<file path="config.mk">
export PLATFORM = sky130hd
export DESIGN_NAME = decode_regfile_flat
export DESIGN_NICKNAME = d
export VERILOG_FILES = /design/src/rtl/decode_regfile_if.sv /design/src/rtl/decode_regfile.sv /design/src/flat_wrapper.sv
export SDC_FILE = /design/constraint.sdc
export NUM_CORES = 2
export LEC_CHECK = 0
export CORE_MARGIN = 2
export CORE_UTILIZATION = 55
export DETAILED_ROUTE_END_ITERATION = 7
export PLACE_DENSITY = 0.73
export SKIP_LAST_GASP = 1
export SLEW_MARGIN = 30
export SYNTH_ARGS = -nofsm -noshare
export SYNTH_HDL_FRONTEND = slang
export SYNTH_SLANG_ARGS = --single-unit
</file>
<file path="constraint.sdc">
create_clock -name clk_i -period 184.7 [get_ports clk_i]
set_clock_uncertainty 0.05 [all_clocks]
set_input_delay 18.47 -clock clk_i [delete_from_list [all_inputs] [get_ports clk_i]]
set_output_delay 18.47 -clock clk_i [all_outputs]
set_load 0.1 [all_outputs]
</file>
<file path="src/rtl/decode_regfile_if.sv">
// Bus between fetch/write-back and the decode stage: instruction and write-back value in,
// operands, immediates, control strobes and status out.
interface decode_regfile_if #(
    parameter int XLEN = 64
);
    logic [31:0]     inst;
    logic [XLEN-1:0] wr_data;
    logic [XLEN-1:0] rs1_data;
    logic [XLEN-1:0] rs2_data;
    logic [XLEN-1:0] imm;
    logic [XLEN-1:0] t3;
    logic            sel;
    logic [3:0]      alu_ctrl;
    logic            alu_src;
    logic            reg_write;
    logic            mem_read;
    logic            mem_write;
    logic            mem_to_reg;
    logic            illegal;
    logic [63:0]     retired;

    modport master (
        output inst, wr_data,
        input  rs1_data, rs2_data, imm, t3, sel, alu_ctrl, alu_src,
               reg_write, mem_read, mem_write, mem_to_reg, illegal, retired
    );

    modport slave (
        input  inst, wr_data,
        output rs1_data, rs2_data, imm, t3, sel, alu_ctrl, alu_src,
               reg_write, mem_read, mem_write, mem_to_reg, illegal, retired
    );
endinterface

</file>
<file path="src/rtl/decode_regfile.sv">
// Single-cycle RISC-V decode stage: instruction decode, 32 x XLEN register file,
// branch resolution, sticky illegal-instruction flag and retired-instruction counter.
module decode_regfile #(
    parameter int XLEN  = 64,
    parameter int NREGS = 32
) (
    input  logic             clk_i,
    input  logic             start_i,
    decode_regfile_if.slave  bus
);
    localparam logic [6:0] OP_R      = 7'b0110011;
    localparam logic [6:0] OP_I      = 7'b0010011;
    localparam logic [6:0] OP_LD     = 7'b0000011;
    localparam logic [6:0] OP_SD     = 7'b0100011;
    localparam logic [6:0] OP_BRANCH = 7'b1100011;

    localparam logic [3:0] ALU_AND  = 4'b0000;
    localparam logic [3:0] ALU_OR   = 4'b0001;
    localparam logic [3:0] ALU_ADD  = 4'b0010;
    localparam logic [3:0] ALU_SUB  = 4'b0110;
    localparam logic [3:0] ALU_SLT  = 4'b0111;
    localparam logic [3:0] ALU_SLTU = 4'b1000;
    localparam logic [3:0] ALU_XOR  = 4'b1001;
    localparam logic [3:0] ALU_SLL  = 4'b1010;
    localparam logic [3:0] ALU_SRL  = 4'b1011;
    localparam logic [3:0] ALU_SRA  = 4'b1100;

    logic [XLEN-1:0] regs_q [NREGS];
    logic            illegal_q, illegal_d;
    logic [63:0]     retired_q, retired_d;

    logic [6:0]      opcode;
    logic [2:0]      funct3;
    logic [6:0]      funct7;
    logic [4:0]      rs1Idx, rs2Idx, rdIdx;
    logic [XLEN-1:0] immI, immS, immB;
    logic [XLEN-1:0] rs1Val, rs2Val;

    logic            legal;
    logic            isBranch;
    logic            branchCond;
    logic [3:0]      aluCtrl;
    logic            aluSrc, regWrite, memRead, memWrite, memToReg;
    logic [XLEN-1:0] immOut, t3Out;

    assign opcode = bus.inst[6:0];
    assign funct3 = bus.inst[14:12];
    assign funct7 = bus.inst[31:25];
    assign rs1Idx = bus.inst[19:15];
    assign rs2Idx = bus.inst[24:20];
    assign rdIdx  = bus.inst[11:7];

    assign immI = {{(XLEN-12){bus.inst[31]}}, bus.inst[31:20]};
    assign immS = {{(XLEN-12){bus.inst[31]}}, bus.inst[31:25], bus.inst[11:7]};
    assign immB = {{(XLEN-13){bus.inst[31]}}, bus.inst[31], bus.inst[7],
                   bus.inst[30:25], bus.inst[11:8], 1'b0};

    // x0 reads as zero regardless of what the array holds
    assign rs1Val = (rs1Idx == 5'd0) ? '0 : regs_q[rs1Idx];
    assign rs2Val = (rs2Idx == 5'd0) ? '0 : regs_q[rs2Idx];

    always_comb begin
        legal    = 1'b0;
        isBranch = 1'b0;
        aluCtrl  = ALU_ADD;
        aluSrc   = 1'b0;
        regWrite = 1'b0;
        memRead  = 1'b0;
        memWrite = 1'b0;
        memToReg = 1'b0;
        immOut   = '0;
        t3Out    = '0;

        case (opcode)
            OP_R: begin
                if (funct7 == 7'b0000000) begin
                    legal = 1'b1;
                    case (funct3)
                        3'b000:  aluCtrl = ALU_ADD;
                        3'b001:  aluCtrl = ALU_SLL;
                        3'b010:  aluCtrl = ALU_SLT;
                        3'b011:  aluCtrl = ALU_SLTU;
                        3'b100:  aluCtrl = ALU_XOR;
                        3'b101:  aluCtrl = ALU_SRL;
                        3'b110:  aluCtrl = ALU_OR;
                        default: aluCtrl = ALU_AND;
                    endcase
                end else if (funct7 == 7'b0100000) begin
                    if (funct3 == 3'b000) begin
                        legal   = 1'b1;
                        aluCtrl = ALU_SUB;
                    end else if (funct3 == 3'b101) begin
                        legal   = 1'b1;
                        aluCtrl = ALU_SRA;
                    end
                end
                regWrite = 1'b1;
            end
            OP_I: begin
                legal = 1'b1;
                case (funct3)
                    3'b000: aluCtrl = ALU_ADD;
                    3'b010: aluCtrl = ALU_SLT;
                    3'b011: aluCtrl = ALU_SLTU;
                    3'b100: aluCtrl = ALU_XOR;
                    3'b110: aluCtrl = ALU_OR;
                    3'b111: aluCtrl = ALU_AND;
                    3'b001: begin
                        aluCtrl = ALU_SLL;
                        legal   = (bus.inst[31:26] == 6'b000000);
                    end
                    default: begin
                        // shamt is six bits, so bit 30 alone separates SRAI from SRLI
                        if (bus.inst[31:26] == 6'b000000) begin
                            aluCtrl = ALU_SRL;
                        end else if (bus.inst[31:26] == 6'b010000) begin
                            aluCtrl = ALU_SRA;
                        end else begin
                            legal = 1'b0;
                        end
                    end
                endcase
                aluSrc   = 1'b1;
                regWrite = 1'b1;
                immOut   = immI;
            end
            OP_LD: begin
                legal    = (funct3 == 3'b011);
                aluSrc   = 1'b1;
                regWrite = 1'b1;
                memRead  = 1'b1;
                memToReg = 1'b1;
                immOut   = immI;
            end
            OP_SD: begin
                legal    = (funct3 == 3'b011);
                aluSrc   = 1'b1;
                memWrite = 1'b1;
                immOut   = immS;
            end
            OP_BRANCH: begin
                legal    = (funct3 != 3'b010) && (funct3 != 3'b011);
                isBranch = 1'b1;
                aluCtrl  = ALU_SUB;
                t3Out    = immB;
            end
            default: legal = 1'b0;
        endcase

        if (!legal) begin
            isBranch = 1'b0;
            aluCtrl  = ALU_ADD;
            aluSrc   = 1'b0;
            regWrite = 1'b0;
            memRead  = 1'b0;
            memWrite = 1'b0;
            memToReg = 1'b0;
            immOut   = '0;
            t3Out    = '0;
        end
    end

    always_comb begin
        case (funct3)
            3'b000:  branchCond = (rs1Val == rs2Val);
            3'b001:  branchCond = (rs1Val != rs2Val);
            3'b100:  branchCond = ($signed(rs1Val) <  $signed(rs2Val));
            3'b101:  branchCond = ($signed(rs1Val) >= $signed(rs2Val));
            3'b110:  branchCond = (rs1Val <  rs2Val);
            3'b111:  branchCond = (rs1Val >= rs2Val);
            default: branchCond = 1'b0;
        endcase
    end

    always_comb begin
        illegal_d = illegal_q | ~legal;
        retired_d = legal ? retired_q + 64'd1 : retired_q;
    end

    // Reset clears everything immediately, so a write on a coincident edge is dropped
    always_ff @(posedge clk_i or posedge start_i) begin
        if (start_i) begin
            for (int i = 0; i < NREGS; i++) begin
                regs_q[i] <= '0;
            end
            illegal_q <= 1'b0;
            retired_q <= '0;
        end else begin
            if (regWrite && (rdIdx != 5'd0)) begin
                regs_q[rdIdx] <= bus.wr_data;
            end
            illegal_q <= illegal_d;
            retired_q <= retired_d;
        end
    end

    assign bus.rs1_data   = rs1Val;
    assign bus.rs2_data   = rs2Val;
    assign bus.imm        = immOut;
    assign bus.t3         = t3Out;
    assign bus.sel        = isBranch & branchCond;
    assign bus.alu_ctrl   = aluCtrl;
    assign bus.alu_src    = aluSrc;
    assign bus.reg_write  = regWrite;
    assign bus.mem_read   = memRead;
    assign bus.mem_write  = memWrite;
    assign bus.mem_to_reg = memToReg;
    assign bus.illegal    = illegal_q;
    assign bus.retired    = retired_q;

endmodule
</file>
<file path="src/flat_wrapper.sv">
// flat-port wrapper written by rule: the top's interface ports become plain ports
module decode_regfile_flat 
#(
    parameter int XLEN  = 64,
    parameter int NREGS = 32
)
  (clk_i, start_i, bus_inst, bus_wr_data, bus_rs1_data, bus_rs2_data, bus_imm, bus_t3, bus_sel, bus_alu_ctrl, bus_alu_src, bus_reg_write, bus_mem_read, bus_mem_write, bus_mem_to_reg, bus_illegal, bus_retired);
  decode_regfile_if #(.XLEN(XLEN)) bus_i ();
  input  logic clk_i;
  input  logic start_i;
  input wire logic [$bits(bus_i.inst)-1:0] bus_inst;
  input wire logic [$bits(bus_i.wr_data)-1:0] bus_wr_data;
  output wire logic [$bits(bus_i.rs1_data)-1:0] bus_rs1_data;
  output wire logic [$bits(bus_i.rs2_data)-1:0] bus_rs2_data;
  output wire logic [$bits(bus_i.imm)-1:0] bus_imm;
  output wire logic [$bits(bus_i.t3)-1:0] bus_t3;
  output wire logic [$bits(bus_i.sel)-1:0] bus_sel;
  output wire logic [$bits(bus_i.alu_ctrl)-1:0] bus_alu_ctrl;
  output wire logic [$bits(bus_i.alu_src)-1:0] bus_alu_src;
  output wire logic [$bits(bus_i.reg_write)-1:0] bus_reg_write;
  output wire logic [$bits(bus_i.mem_read)-1:0] bus_mem_read;
  output wire logic [$bits(bus_i.mem_write)-1:0] bus_mem_write;
  output wire logic [$bits(bus_i.mem_to_reg)-1:0] bus_mem_to_reg;
  output wire logic [$bits(bus_i.illegal)-1:0] bus_illegal;
  output wire logic [$bits(bus_i.retired)-1:0] bus_retired;
  assign bus_i.inst = bus_inst;
  assign bus_i.wr_data = bus_wr_data;
  assign bus_rs1_data = bus_i.rs1_data;
  assign bus_rs2_data = bus_i.rs2_data;
  assign bus_imm = bus_i.imm;
  assign bus_t3 = bus_i.t3;
  assign bus_sel = bus_i.sel;
  assign bus_alu_ctrl = bus_i.alu_ctrl;
  assign bus_alu_src = bus_i.alu_src;
  assign bus_reg_write = bus_i.reg_write;
  assign bus_mem_read = bus_i.mem_read;
  assign bus_mem_write = bus_i.mem_write;
  assign bus_mem_to_reg = bus_i.mem_to_reg;
  assign bus_illegal = bus_i.illegal;
  assign bus_retired = bus_i.retired;
  decode_regfile #(.XLEN(XLEN), .NREGS(NREGS)) u_core (.clk_i(clk_i), .start_i(start_i), .bus(bus_i));
endmodule
</file>
# Word level (Yosys, flattened, before mapping)
# Index checks and enable logic that the tools add are counted.
[word_totals] ff_bits=2113 input_bits=98 out_inout_bits=331
[op_classes] add_sub_neg=1 magnitude_cmp=8 n_eq_ne=18 mux=44 bitwise=6 reduce_logical=14
[op_table] operator="$bwmux 2048" n=1
[op_table] operator="$bmux 64 s5" n=2
[op_table] operator="$mux 64" n=10
[op_table] operator="$demux 64 s5" n=1
[op_table] operator="$ge 64x64->1" n=2
[op_table] operator="$lt 64x64->1" n=2
[op_table] operator="$pmux 64 s2" n=1
[op_table] operator="$add 64x1->64 const B" n=1
[op_table] operator="$eq 64x64->1" n=1
[op_table] operator="$ne 64x64->1" n=1
[op_table] operator="$pmux 4 s7" n=2
[op_table] operator="$mux 4" n=7
[op_table] operator="$eq 7x6->1 const B" n=3
[op_table] operator="$ge 6x6->1 const B" n=3
[op_table] operator="$not 5->6" n=3
[op_table] operator="$mux 1" n=16
[op_table] operator="$eq 3x3->1 const B" n=4
[op_table] operator="$pmux 4 s3" n=1
[op_table] operator="$logic_not 5->1" n=2
[op_table] operator="$eq 7x2->1 const B" n=1
[op_table] operator="$eq 7x5->1 const B" n=1
[op_table] operator="$eq 7x7->1 const B" n=1
[op_table] operator="$logic_not 7->1" n=1
[op_table] operator="$eq 3x2->1 const B" n=2
[op_table] operator="17 further kinds" n=22

# Logic depth before layout (Yosys ltp)
[depth] word_depth=8 depth_mapped=18 depth_no_buf=14

# Worst setup path after synthesis
# OpenSTA, ideal clock, no wires.
[synth_timing] kind="input to output" start="in bus_inst[15]" end="out bus_sel" arrival_time_ps=25979 required_time_ps=166180 setup_slack_ps=140201 path_stages=17 path_buffers=4 path_cell_list="clkbuf_1 > clkbuf_1 > buf_1 > clkbuf_1 > mux4_2 > mux4_2 > mux2i_1 > nor2_1 > ha_1 > and4_1 > nor4bb_1 > nand3_1 > or4_1 > a21o_1 > a21oi_1 > o21ai_0 > a221oi_1"
[synth_via] elab_chain_len=8
[synth_rtl] element="start, declared" line="flat_wrapper.sv:11" text="input wire logic [$bits(bus_i.inst)-1:0] bus_inst;"
[synth_rtl] element="$not 5->6 (implied by the code)" line="decode_regfile.sv:59" text="assign rs1Val = (rs1Idx == 5'd0) ? '0 : regs_q[rs1Idx];"
[synth_rtl] element="$bmux 64 s5" line="decode_regfile.sv:59"
[synth_rtl] element="$mux 64 (implied by the code) (2 in a row)" line="decode_regfile.sv:59"
[synth_rtl] element="$mux 64 *" line="decode_regfile.sv:59"
[synth_rtl] element="via bus_rs1_data[47]" line="flat_wrapper.sv:13" text="output wire logic [$bits(bus_i.rs1_data)-1:0] bus_rs1_data;"
[synth_rtl] element="$ge 64x64->1, or another cell as far along" line="decode_regfile.sv:170" text="3'b111: branchCond = (rs1Val >= rs2Val);"
[synth_rtl] element="$pmux 1 s6 *" line="decode_regfile.sv:164" text="case (funct3)"
[synth_rtl] element="$and 1x1->1 *" line="decode_regfile.sv:201" text="assign bus.sel = isBranch & branchCond;"
[synth_rtl] element="end, declared" line="flat_wrapper.sv:17" text="output wire logic [$bits(bus_i.sel)-1:0] bus_sel;"
# Mark *: on every way through the listed nets, which the timed path passes. The rest lies on a longest branch. The select of a mux whose other input is x is not followed.

# Worst setup path in the final report
[layout_timing] start="in bus_inst[15]" end="out bus_sel"
[layout_via] elab_chain_len=8
[layout_rtl] element="$not 5->6 (implied by the code)" line="decode_regfile.sv:59"
[layout_rtl] element="$bmux 64 s5" line="decode_regfile.sv:59"
[layout_rtl] element="$mux 64 (implied by the code) (2 in a row)" line="decode_regfile.sv:59"
[layout_rtl] element="$mux 64 *" line="decode_regfile.sv:59"
[layout_rtl] element="$ge 64x64->1, or another cell as far along" line="decode_regfile.sv:170"
[layout_rtl] element="$pmux 1 s6 *" line="decode_regfile.sv:164"
[layout_rtl] element="$and 1x1->1 *" line="decode_regfile.sv:201"
# Mark *: on every way between the ends. The rest lies on a longest branch, timed or not. The select of a mux whose other input is x is not followed.

==> results.ini <==
[run_status]
status = complete, no violations

[route]
vias = 69558
drt_iter0_drc = 7084
routed_via_density = 6.97
drc_errors = 0
first_pass_iters = 6
ant_nets = 0
wire_per_inst_um = 33.8
totalWireLength_um = 337000

[final_layout]
syn_to_final_growth_pct = 11.2
drive_gt1_share_pct = 54.1
instances_no_fill = 9974
finalCoreUtilization_pct = 61.4
multiInputGateArea_sq_mm = 0.0570
stdcell_area_sq_mm = 0.127
register_area_sq_mm = 0.0529
fill_cells = 15033
final_nets = 7222

[placement]
hpwl_um = 186000
pre_cts_ws_ps = 138180
io_buffers = 427
placed_cells = 9534
placed_area_sq_mm = 0.119
gp_congestion = 0.833

[grt]
grt_pass1_wl_um = 498000
overflow = 0
grt_start_max_net_pins = 187
antenna_found_initial = 33
grt_usage_pct = 32.3
grt_pass1_vias = 71874

[synthesis]
synth-seq-area-share_pct = 46.4
syn_area_sq_mm = 0.114
avgSynthCellArea_sq_um = 15.9
ys_types = 57
syn-num-nets = 7322
synthFlopType = dfrtp_1
yosys_warnings = 0
async_flop_share_pct = 100
synthCells = 7159
synth_edf_count = 0
ys_ff_latch = 2113

[die]
start_util_pct = 55.2
core-area_sq_mm = 0.207
io-pin-count = 429
placementRows = 167
die_x_um = 459
die_h_um = 459
dieArea_sq_mm = 0.211

[timing]
timing_hold_violations_final = 0
rsz0062_at_grt = false
drv_slew = 0
tightest_slew_ps = 1090
fin_crit_ps = 46450
finalCritPeriodShare_pct = 25.1
layout_setup_ws_ps = 138250
timing.setup.tns_ps = 0
slew_headroom_pct = 27.5
whs_ps = 343
max_freq_mhz = 21.5
finalSetupViolCount = 0

[critical_path]
slowest_delay_ps = 1190
cp_top_family = buffers and inverters
required_ps = 166180
crit_arrival_ps = 27930
crit_chain = buf_8 -> buf_12 -> buf_16 -> buf_4 -> buf_4 -> buf_4 -> mux4_2 -> mux4_2 -> mux2i_1 -> nor2_1 -> ha_1 -> nand4_1 -> nor4bb_2 -> nand3_1 -> or4_1 -> a21o_1 -> a21oi_1 -> o21ai_0 -> a221oi_1 -> clkdlybuf4s50_1
crit_slowest_cell = clkdlybuf4s50_1
crit_fanout = 72
cp-end-kind = primary output
crit_buf_inv = 7
cp_common_cell = buf_4
crit_type = in -> out
start_kind = primary input

[clock_network]
cts_max_level = 4
cts-hold-fix-buffers = 0
postCtsSetupBuffers = 0
cts_buffers = 223
insertion_delay_ps = 870
cts-resized-gates = 0
path_clk_slew_ps = 50
tritoncts = built
cts.sinks = 2113
clk_path_buf_depth = 3
cts_root_buffer = clkbuf_16

[min_path]
min_path_type = reg -> reg

[power_and_ir_drop]
vdd_ir_drop_max_v = 0.0000111
p_leak_nw = 59.3
powerDensity_mw_per_mm2 = 7.85
power.total_mw = 0.995

[flow_run]
drv_cap = 0

worst register-to-register path, cell delays in order (launching register included):
cell	delay, ps
dfrtp_1	440
and4_1	280
and4_1	290
nand4_1	210
nor2_1	310
nand3_1	300
or2_2	450
nor3_1	190
xor2_1	160
layout make-up:
type	instances	share of cell area (%)
inverters	77	0.238
multi-input cells	4076	45.0
clock buffers	331	5.27
diodes	13	0.0257
repair buffers	568	4.17
flip-flops and latches	2113	41.7
well taps	2704	2.67
clock inverters	92	0.924
synth_stat cells (all sizes together), types with 19 or more instances:
cell type | count | area share (%)
xor2 | 28 | 0.22
clkbuf | 512 | 1.7
mux2 | 1987 | 20
dfrtp | 2113 | 46
and3 | 19 | 0.10
inv | 77 | 0.25
and2 | 23 | 0.13
xnor2 | 36 | 0.28
nand3 | 37 | 0.18
mux4 | 1278 | 25
nand2b | 73 | 0.40
a21o | 79 | 0.52
ha | 65 | 0.71
a21oi | 27 | 0.12
nor2 | 98 | 0.32
mux2i | 67 | 0.59
nand2 | 130 | 0.46
buf | 381 | 2.0
power by group:
group	internal [mW]	switching (mW)	total, mW
clock	0.279	0.198	0.477
combinational	0.0157	0.0390	0.0547
sequential	0.463	0.000372	0.464
state kept, by name, summed over array words and instances, names as in the netlist:
name / flops
u_core.bus.illegal: 1
u_core.bus.retired: 64
u_core.regs_q: 2048
placed cells by master (no fill, tap or decap), types with 19 or more instances in the layout:
cell type	n
nand3_1	34
xnor2_1	36
nand2_1	106
buf_2	97
and2_1	23
mux2i_1	67
clkbuf_8	70
xor2_1	28
inv_1	76
nand2b_1	71
nor2_1	96
a21oi_1	27
mux2_1	24
mux4_2	1278
bufinv_16	20
dfrtp_1	2113
mux2_2	1963
ha_1	65
clkbuf_16	224
clkbuf_1	39
and3_1	19
buf_4	102
a21o_1	79
clkdlybuf4s50_1	318
clkinv_2	51
per-layer routing:
| metal | track usage, % | routed length, um |
|---|---|---|
| met5 | 0 | 89 |
| met4 | 12.1 | 12900 |
| met3 | 6.20 | 26700 |
| met2 | 51.7 | 164000 |
| met1 | 44.4 | 134000 |
worst paths after layout:
check	from	to	slack, ps	cells past startpoint
hold reg to reg	u_core.regs_q[2025]	u_core.regs_q[2025]	340	0
hold / removal	u_core.regs_q[2025]	u_core.regs_q[2025]	340	0
min in group asynchronous	start_i	u_core.regs_q[1577]	18060	2
setup reg to reg	u_core.bus.retired[14]	u_core.bus.retired[56]	181960	8
setup / recovery	bus_inst[15]	bus_sel	138250	20
max in group asynchronous	start_i	u_core.regs_q[1230]	163040	6
kinds of logic after synthesis:
group,synth area share (%)
other,0.00329
buffers and inverters,3.91
adders and majority gates,0.713
muxes,45.5
AOI/OAI and AO/OA,0.907
DFF,46.4
xor gates and xnor gates,0.492
and+or+nand+nor,2.13
No activity file was read; power rests on OpenSTA's default activity.
